`src/rtl/data_mem_ctrl.sv`:
```
// Load/store unit memory-port controller.
// Accepts one load/store from the pipeline, places it on a single-outstanding
// memory port with lane-aligned byte enables and data, extracts/extends load
// data, and returns a one-cycle completion (with error on misalign, illegal
// size or timeout).
// Ports:
//   clk_i, rst_ni            clock, async active-low reset
//   req_*                    pipeline request (valid/ready, store, size,
//                            unsigned, addr, wdata, rd)
//   mem_*                    memory port (req/gnt, we, addr, be, wdata,
//                            rvalid/rdata)
//   rsp_*                    one-cycle completion (valid, rd, data, err)
//   stall_o                  hold pipeline while a request is outstanding
module data_mem_ctrl #(
  parameter int unsigned TIMEOUT_CYCLES = 255
) (
  input  logic        clk_i,
  input  logic        rst_ni,
  input  logic        req_valid_i,
  output logic        req_ready_o,
  input  logic        req_store_i,
  input  logic [1:0]  req_size_i,
  input  logic        req_unsigned_i,
  input  logic [31:0] req_addr_i,
  input  logic [31:0] req_wdata_i,
  input  logic [4:0]  req_rd_i,
  output logic        mem_req_o,
  input  logic        mem_gnt_i,
  output logic        mem_we_o,
  output logic [31:0] mem_addr_o,
  output logic [3:0]  mem_be_o,
  output logic [31:0] mem_wdata_o,
  input  logic        mem_rvalid_i,
  input  logic [31:0] mem_rdata_i,
  output logic        rsp_valid_o,
  output logic [4:0]  rsp_rd_o,
  output logic [31:0] rsp_data_o,
  output logic        rsp_err_o,
  output logic        stall_o
);

  localparam int unsigned CNT_W = 16;

  typedef enum logic [1:0] {S_IDLE, S_REQ, S_WAIT, S_RESP} state_t;

  state_t             r_state;
  logic [CNT_W-1:0]   r_cnt;
  logic               r_store;
  logic [1:0]         r_size;
  logic               r_unsigned;
  logic [1:0]         r_lane;
  logic [4:0]         r_rd;
  logic               r_ready;
  logic               r_mem_req;
  logic               r_mem_we;
  logic [31:0]        r_mem_addr;
  logic [3:0]         r_mem_be;
  logic [31:0]        r_mem_wdata;
  logic               r_rsp_valid;
  logic               r_rsp_err;
  logic [4:0]         r_rsp_rd;
  logic [31:0]        r_rsp_data;

  logic               w_illegal;
  logic [3:0]         w_be;
  logic [31:0]        w_wdata;
  logic [7:0]         w_lane_byte;
  logic [15:0]        w_lane_half;
  logic [31:0]        w_load_data;
  logic               w_timeout;

  // Request decode: alignment check, byte enables and lane replication
  always_comb begin
    w_illegal = 1'b0;
    w_be      = 4'b0000;
    w_wdata   = req_wdata_i;
    case (req_size_i)
      2'b00: begin
        w_be    = 4'b0001 << req_addr_i[1:0];
        w_wdata = {4{req_wdata_i[7:0]}};
      end
      2'b01: begin
        w_be      = 4'b0011 << req_addr_i[1:0];
        w_wdata   = {2{req_wdata_i[15:0]}};
        w_illegal = req_addr_i[0];
      end
      2'b10: begin
        w_be      = 4'b1111;
        w_illegal = |req_addr_i[1:0];
      end
      default: w_illegal = 1'b1;
    endcase
  end

  // Load lane select and sign/zero extension from the latched request
  always_comb begin
    w_lane_byte = mem_rdata_i[7:0];
    case (r_lane)
      2'd1:    w_lane_byte = mem_rdata_i[15:8];
      2'd2:    w_lane_byte = mem_rdata_i[23:16];
      2'd3:    w_lane_byte = mem_rdata_i[31:24];
      default: w_lane_byte = mem_rdata_i[7:0];
    endcase
    w_lane_half = r_lane[1] ? mem_rdata_i[31:16] : mem_rdata_i[15:0];
    case (r_size)
      2'b00:   w_load_data = {{24{~r_unsigned & w_lane_byte[7]}}, w_lane_byte};
      2'b01:   w_load_data = {{16{~r_unsigned & w_lane_half[15]}}, w_lane_half};
      default: w_load_data = mem_rdata_i;
    endcase
  end

  // Last cycle of the allowed REQ+WAIT window
  assign w_timeout = (r_cnt == CNT_W'(TIMEOUT_CYCLES - 1));

  // Controller state, latched request and registered outputs
  always_ff @(posedge clk_i or negedge rst_ni) begin
    if (!rst_ni) begin
      r_state     <= S_IDLE;
      r_cnt       <= '0;
      r_store     <= 1'b0;
      r_size      <= 2'b00;
      r_unsigned  <= 1'b0;
      r_lane      <= 2'b00;
      r_rd        <= '0;
      r_ready     <= 1'b1;
      r_mem_req   <= 1'b0;
      r_mem_we    <= 1'b0;
      r_mem_addr  <= '0;
      r_mem_be    <= '0;
      r_mem_wdata <= '0;
      r_rsp_valid <= 1'b0;
      r_rsp_err   <= 1'b0;
      r_rsp_rd    <= '0;
      r_rsp_data  <= '0;
    end else begin
      case (r_state)
        S_IDLE: begin
          if (req_valid_i) begin
            r_cnt      <= '0;
            r_ready    <= 1'b0;
            r_store    <= req_store_i;
            r_size     <= req_size_i;
            r_unsigned <= req_unsigned_i;
            r_lane     <= req_addr_i[1:0];
            r_rd       <= req_rd_i;
            if (w_illegal) begin
              r_state     <= S_RESP;
              r_rsp_valid <= 1'b1;
              r_rsp_err   <= 1'b1;
            end else begin
              r_state     <= S_REQ;
              r_mem_req   <= 1'b1;
              r_mem_we    <= req_store_i;
              r_mem_addr  <= {req_addr_i[31:2], 2'b00};
              r_mem_be    <= w_be;
              r_mem_wdata <= w_wdata;
            end
          end
        end
        S_REQ, S_WAIT: begin
          // Completion wins over a timeout landing in the same cycle
          if ((r_state == S_REQ && mem_gnt_i && mem_rvalid_i) ||
              (r_state == S_WAIT && mem_rvalid_i)) begin
            r_state     <= S_RESP;
            r_mem_req   <= 1'b0;
            r_rsp_valid <= 1'b1;
            r_rsp_err   <= 1'b0;
            r_rsp_rd    <= r_store ? 5'd0 : r_rd;
            r_rsp_data  <= r_store ? 32'd0 : w_load_data;
          end else if (w_timeout) begin
            r_state     <= S_RESP;
            r_mem_req   <= 1'b0;
            r_rsp_valid <= 1'b1;
            r_rsp_err   <= 1'b1;
            r_rsp_rd    <= '0;
            r_rsp_data  <= '0;
          end else begin
            r_cnt <= r_cnt + CNT_W'(1);
            if (r_state == S_REQ && mem_gnt_i) begin
              r_state   <= S_WAIT;
              r_mem_req <= 1'b0;
            end
          end
        end
        S_RESP: begin
          r_state     <= S_IDLE;
          r_ready     <= 1'b1;
          r_rsp_valid <= 1'b0;
          r_rsp_err   <= 1'b0;
          r_rsp_rd    <= '0;
          r_rsp_data  <= '0;
        end
        default: begin
          r_state <= S_IDLE;
          r_ready <= 1'b1;
        end
      endcase
    end
  end

  assign req_ready_o = r_ready;
  assign mem_req_o   = r_mem_req;
  assign mem_we_o    = r_mem_we;
  assign mem_addr_o  = r_mem_addr;
  assign mem_be_o    = r_mem_be;
  assign mem_wdata_o = r_mem_wdata;
  assign rsp_valid_o = r_rsp_valid;
  assign rsp_rd_o    = r_rsp_rd;
  assign rsp_data_o  = r_rsp_data;
  assign rsp_err_o   = r_rsp_err;

  // Stall is combinational so the pipeline holds in the accepting cycle
  assign stall_o = (r_state == S_IDLE && req_valid_i) ||
                   (r_state == S_REQ) || (r_state == S_WAIT);

endmodule

```
`config.mk`:
```
export PLATFORM = sky130hd
export DESIGN_NAME = data_mem_ctrl
export DESIGN_NICKNAME = d
export VERILOG_FILES = /design/src/rtl/data_mem_ctrl.sv
export SDC_FILE = /design/constraint.sdc
export NUM_CORES = 1
export LEC_CHECK = 0
export CORE_MARGIN = 8
export CORE_UTILIZATION = 40
export CTS_BUF_LIST = sky130_fd_sc_hd__clkbuf_4 sky130_fd_sc_hd__clkbuf_8
export DETAILED_ROUTE_END_ITERATION = 16
export PLACE_DENSITY = 0.71
export SETUP_SLACK_MARGIN = 0.02
export SYNTH_ARGS = -nofsm -noshare
export SYNTH_HDL_FRONTEND = slang
export SYNTH_SLANG_ARGS = --single-unit
```
`constraint.sdc`:
```
create_clock -name clk_i -period 2.5 [get_ports clk_i]
set_input_delay 0.5 -clock clk_i [delete_from_list [all_inputs] [get_ports clk_i]]
set_output_delay 0.5 -clock clk_i [all_outputs]
set_load 0.05 [all_outputs]
```
==> run_results.csv <==
group,metric,value,unit
outcome,outcome,"finished clean",
clock_tree,cts_made_buffers,17,
grt,grt_pass1_vias,6363,
critical_path,arrival,1.85,ns
critical_path,crit_chain,"inv_1 -> ha_2 -> nand2_2 -> buf_4 -> nand2_1 -> buf_12",
grt,grt_usage,19.8,%
yosys,ys.flop_type,"dfrtp_1",
cells_and_area,fillCellCount,1451,
sta,fin_crit,2.35,ns
sta,maxSlewViolCount,0,
yosys,async_reset_ff_share,100,%
run,cap_viol_max_count,0,
critical_path,crit_type,"flip-flop to primary output",
drt,wire_per_inst,19.9,um
clock_tree,cts_num_sinks,137,
drt,drt-initial-drc-count,463,
pwr,power.density,1400,nW/um2
drt,drtPass1Iterations,4,
pwr,power,13900,uW
drt,ant_nets,0,
clock_tree,path_clk_slew,0.08,ns
clock_tree,ctsHtreeMaxLevel,4,
critical_path,worst_setup_path_start_kind,"flip-flop",
grt,grt_pass1_wl,34.5,mm
sta,hold-worst-slack,0.483,ns
pwr,comb_power_share,59.7,%
pwr,swShare,48.6,%
cells_and_area,layout-drive-gt1-share,17.6,%
grt,grt_start_max_net_pins,89,
yosys,synth-edff-count,0,
yosys,yosysUniqueCellTypes,65,
critical_path,max_stage_delay,0.41,ns
critical_path,required,2.00,ns
critical_path,r2r_slack,0.23,ns
pwr,peakVddDrop,0.887,mV
grt,overflow,0,
placed_design,place_congestion,0.874,
floorplanning,die-area,22000,um2
cells_and_area,multi_input_area,3290,um2
cells_and_area,area_growth,41.5,%
sta,fmax,0.426,GHz
clock_tree,clk_path_buf_depth,2,
yosys,syn_area,6990,um2
pwr,intPower,7120,uW
grt,grt_antenna_before_repair,1,
drt,vias,6022,
floorplanning,core_area,17200,um2
cells_and_area,regArea,3430,um2
critical_path,path_max_fanout,9,
sta,tns,0,ns
floorplanning,dieHeight,148,um
critical_path,critPathSlowestCell,"dfrtp_1",
drt,wl,21.7,mm
sta,hold_viol_final,0,
critical_path,rr_endpoint,"r_cnt[13]$_DFFE_PN0P_",
floorplanning,core.rowCount,48,
floorplanning,ios,221,
cells_and_area,layout_common_cells,"216 x clkdlybuf4s50_1, 136 x dfrtp_1, 64 x mux2_2, 45 x nand2_1, 42 x o21ai_0",
critical_path,worstReg2RegStart,"r_state[0]$_DFFE_PN0P_",
yosys,avgSynthCellArea,11.0,um2
pwr,leakage,0.00417,uW
pwr,clkPwrFrac,13.1,%
clock_tree,cts-root-buf,"clkbuf_8",
cells_and_area,layout_commonest_cell,"clkdlybuf4s50_1",
sta,min_period_over_period,93.8,%
sta,clock_skew,0.0121,ns
clock_tree,cts_tree,"yes",
clock_tree,clock_latency,0.45,ns
pwr,switchingPower,6740,uW
critical_path,cp-startpoint,"r_state[0]$_DFFE_PN0P_",
placed_design,io_buffers,218,
floorplanning,start_util,40.7,%
sta,setup_viol,0,
sta,tightest_slew,0.895,ns
critical_path,reg2regPathDepth,6,
yosys,yosysWarnings,0,
drt,avgViaCountPerCell,5.52,
floorplanning,fp.dieW,148,um
yosys,postSynthCellCount,634,
critical_path,critPathCapture,"stall_o",
sta,rsz0062_at_grt,"false",
placed_design,hpwl,16.4,mm
cells_and_area,fin_nets,969,
yosys,synth_seq_cells,137,
pwr,seqPwrFrac,27.2,%
critical_path,end_kind,"primary output",
hold_path,hp-class,"flip-flop to flip-flop",
drt,drc,0,
yosys,ys_seq_area_share,49.1,%
sta,relSlewSlack,40.1,%
registers in the layout (all words and copies together), names as in the netlist:
| register | flops |
|---|---|
| r_unsigned | 1 |
| rsp_rd_o | 5 |
| r_cnt | 16 |
| rsp_data_o | 32 |
| mem_addr_o | 30 |
| mem_we_o | 1 |
| mem_req_o | 1 |
| mem_be_o | 4 |
| r_rd | 5 |
| mem_wdata_o | 32 |
| rsp_valid_o | 1 |
| r_store | 1 |
| rsp_err_o | 1 |
| r_lane | 2 |
| r_state | 2 |
| req_ready_o | 1 |
| r_size | 2 |
critical path, delay by kind of cell, from the launching register on:
family / cells / cell delay [ns]
flip-flops: 1 / 0.41
adder cells (fa/ha/maj): 1 / 0.24
buffers and inverters: 3 / 0.48
AND/OR/NAND/NOR: 2 / 0.26
synth_stat cells (all sizes together) (2+ instances only):
cell type,n,share of area [%]
and4,5,0.64
a311o,3,0.59
or4,4,0.43
a31o,3,0.38
nand3,8,0.57
and2,2,0.18
nand4,7,0.72
a2111oi,5,0.63
nand2b,35,3.1
a22oi,2,0.21
o41ai,2,0.25
mux2i,29,4.2
a21o,2,0.21
o211ai,3,0.32
nand2,46,2.5
clkbuf,21,1.1
nor3,12,0.86
and3b,2,0.25
mux2,64,10
mux4,7,2.3
a21oi,30,2.1
a31oi,2,0.18
nor4,5,0.45
nor2,34,1.8
or2,4,0.36
a22o,7,0.89
buf,28,2.3
dfrtp,136,49
a21boi,3,0.32
and3,2,0.20
o21ai,44,3.2
a221o,2,0.29
a32o,26,3.7
inv,10,0.54
o311ai,2,0.25
o22ai,8,0.72
or3,4,0.38
ha,7,1.3
o31ai,5,0.54
power groups by stage:
stage                     clock, uW  sequential (uW)  combinational (uW)
after floorplan                   0             6410                2820
after CTS                      1880             3780                8320
after detailed placement          0             3820                8290
after global placement            0             3760                8170
after global routing           1970             3900                8740
final                          1810             3780                8280
cell type report:
type	count	share of cell area (%)
sequential	137	34.7
multi-input combinational	439	33.3
timing repair buffer	247	24.8
tap	225	2.85
clock buffer	20	2.72
clock inverter	11	1.24
inverter	10	0.380
antenna	1	0.0253
per-stage QoR:
step	util [%]	cells	instance area, um2	setup slack, ns
global placement	55.2	1057	9480	0.139
global route	57.6	1090	9890	0.0318
floorplan	-	635	6990	0.253
finish	57.6	1090	9890	0.154
detailed placement	55.2	1057	9480	0.0293
CTS	57.5	1089	9880	0.0529
routing by layer:
layer	share of wire [%]	wire [um]	vias to the layer above	global-route usage, %
met1	39	8550	2946	23.5
met5	0	0	-	0
met2	51	11000	254	32.8
li1	-	-	2781	-
met4	2.8	597	0	8.67
met3	7.3	1580	41	5.77
worst min-delay path by stage:
stage,from,end,slack (ns),cells past startpoint
2_1_floorplan,rst_ni,mem_addr_o[10]$_DFFE_PN0P_,0.20,0
3_5_place_dp,rst_ni,rsp_rd_o[3]$_DFFE_PN0P_,0.47,1
3_3_place_gp,rst_ni,mem_wdata_o[23]$_DFFE_PN0P_,0.46,1
4_1_cts,mem_wdata_o[12]$_DFFE_PN0P_,mem_wdata_o[12]$_DFFE_PN0P_,0.49,2
6_report,mem_wdata_o[12]$_DFFE_PN0P_,mem_wdata_o[12]$_DFFE_PN0P_,0.48,2
5_1_grt,rsp_data_o[17]$_DFFE_PN0P_,rsp_data_o[17]$_DFFE_PN0P_,0.51,1
repair_timing:
action                                  CTS  global route
hold buffers                              1             0
setup buffers                             0             0
endpoints found under the setup margin    1             1
hold endpoints to repair                 44             0
cloned                                    0             0
gates resized for setup                   1             1
logic make-up after synthesis:
logic type               Yosys count  share of synthesized area, %
XOR/XNOR                           1                         0.125
AO/OA/AOI/OAI                    155                          15.9
AND/OR/NAND/NOR                  174                          12.9
multiplexers                     100                          16.7
flip-flops                       137                          49.1
adder cells (fa/ha/maj)            7                          1.25
buffers and inverters             59                          3.94
other                              1                        0.0536
(Power assumes the default switching activity.)
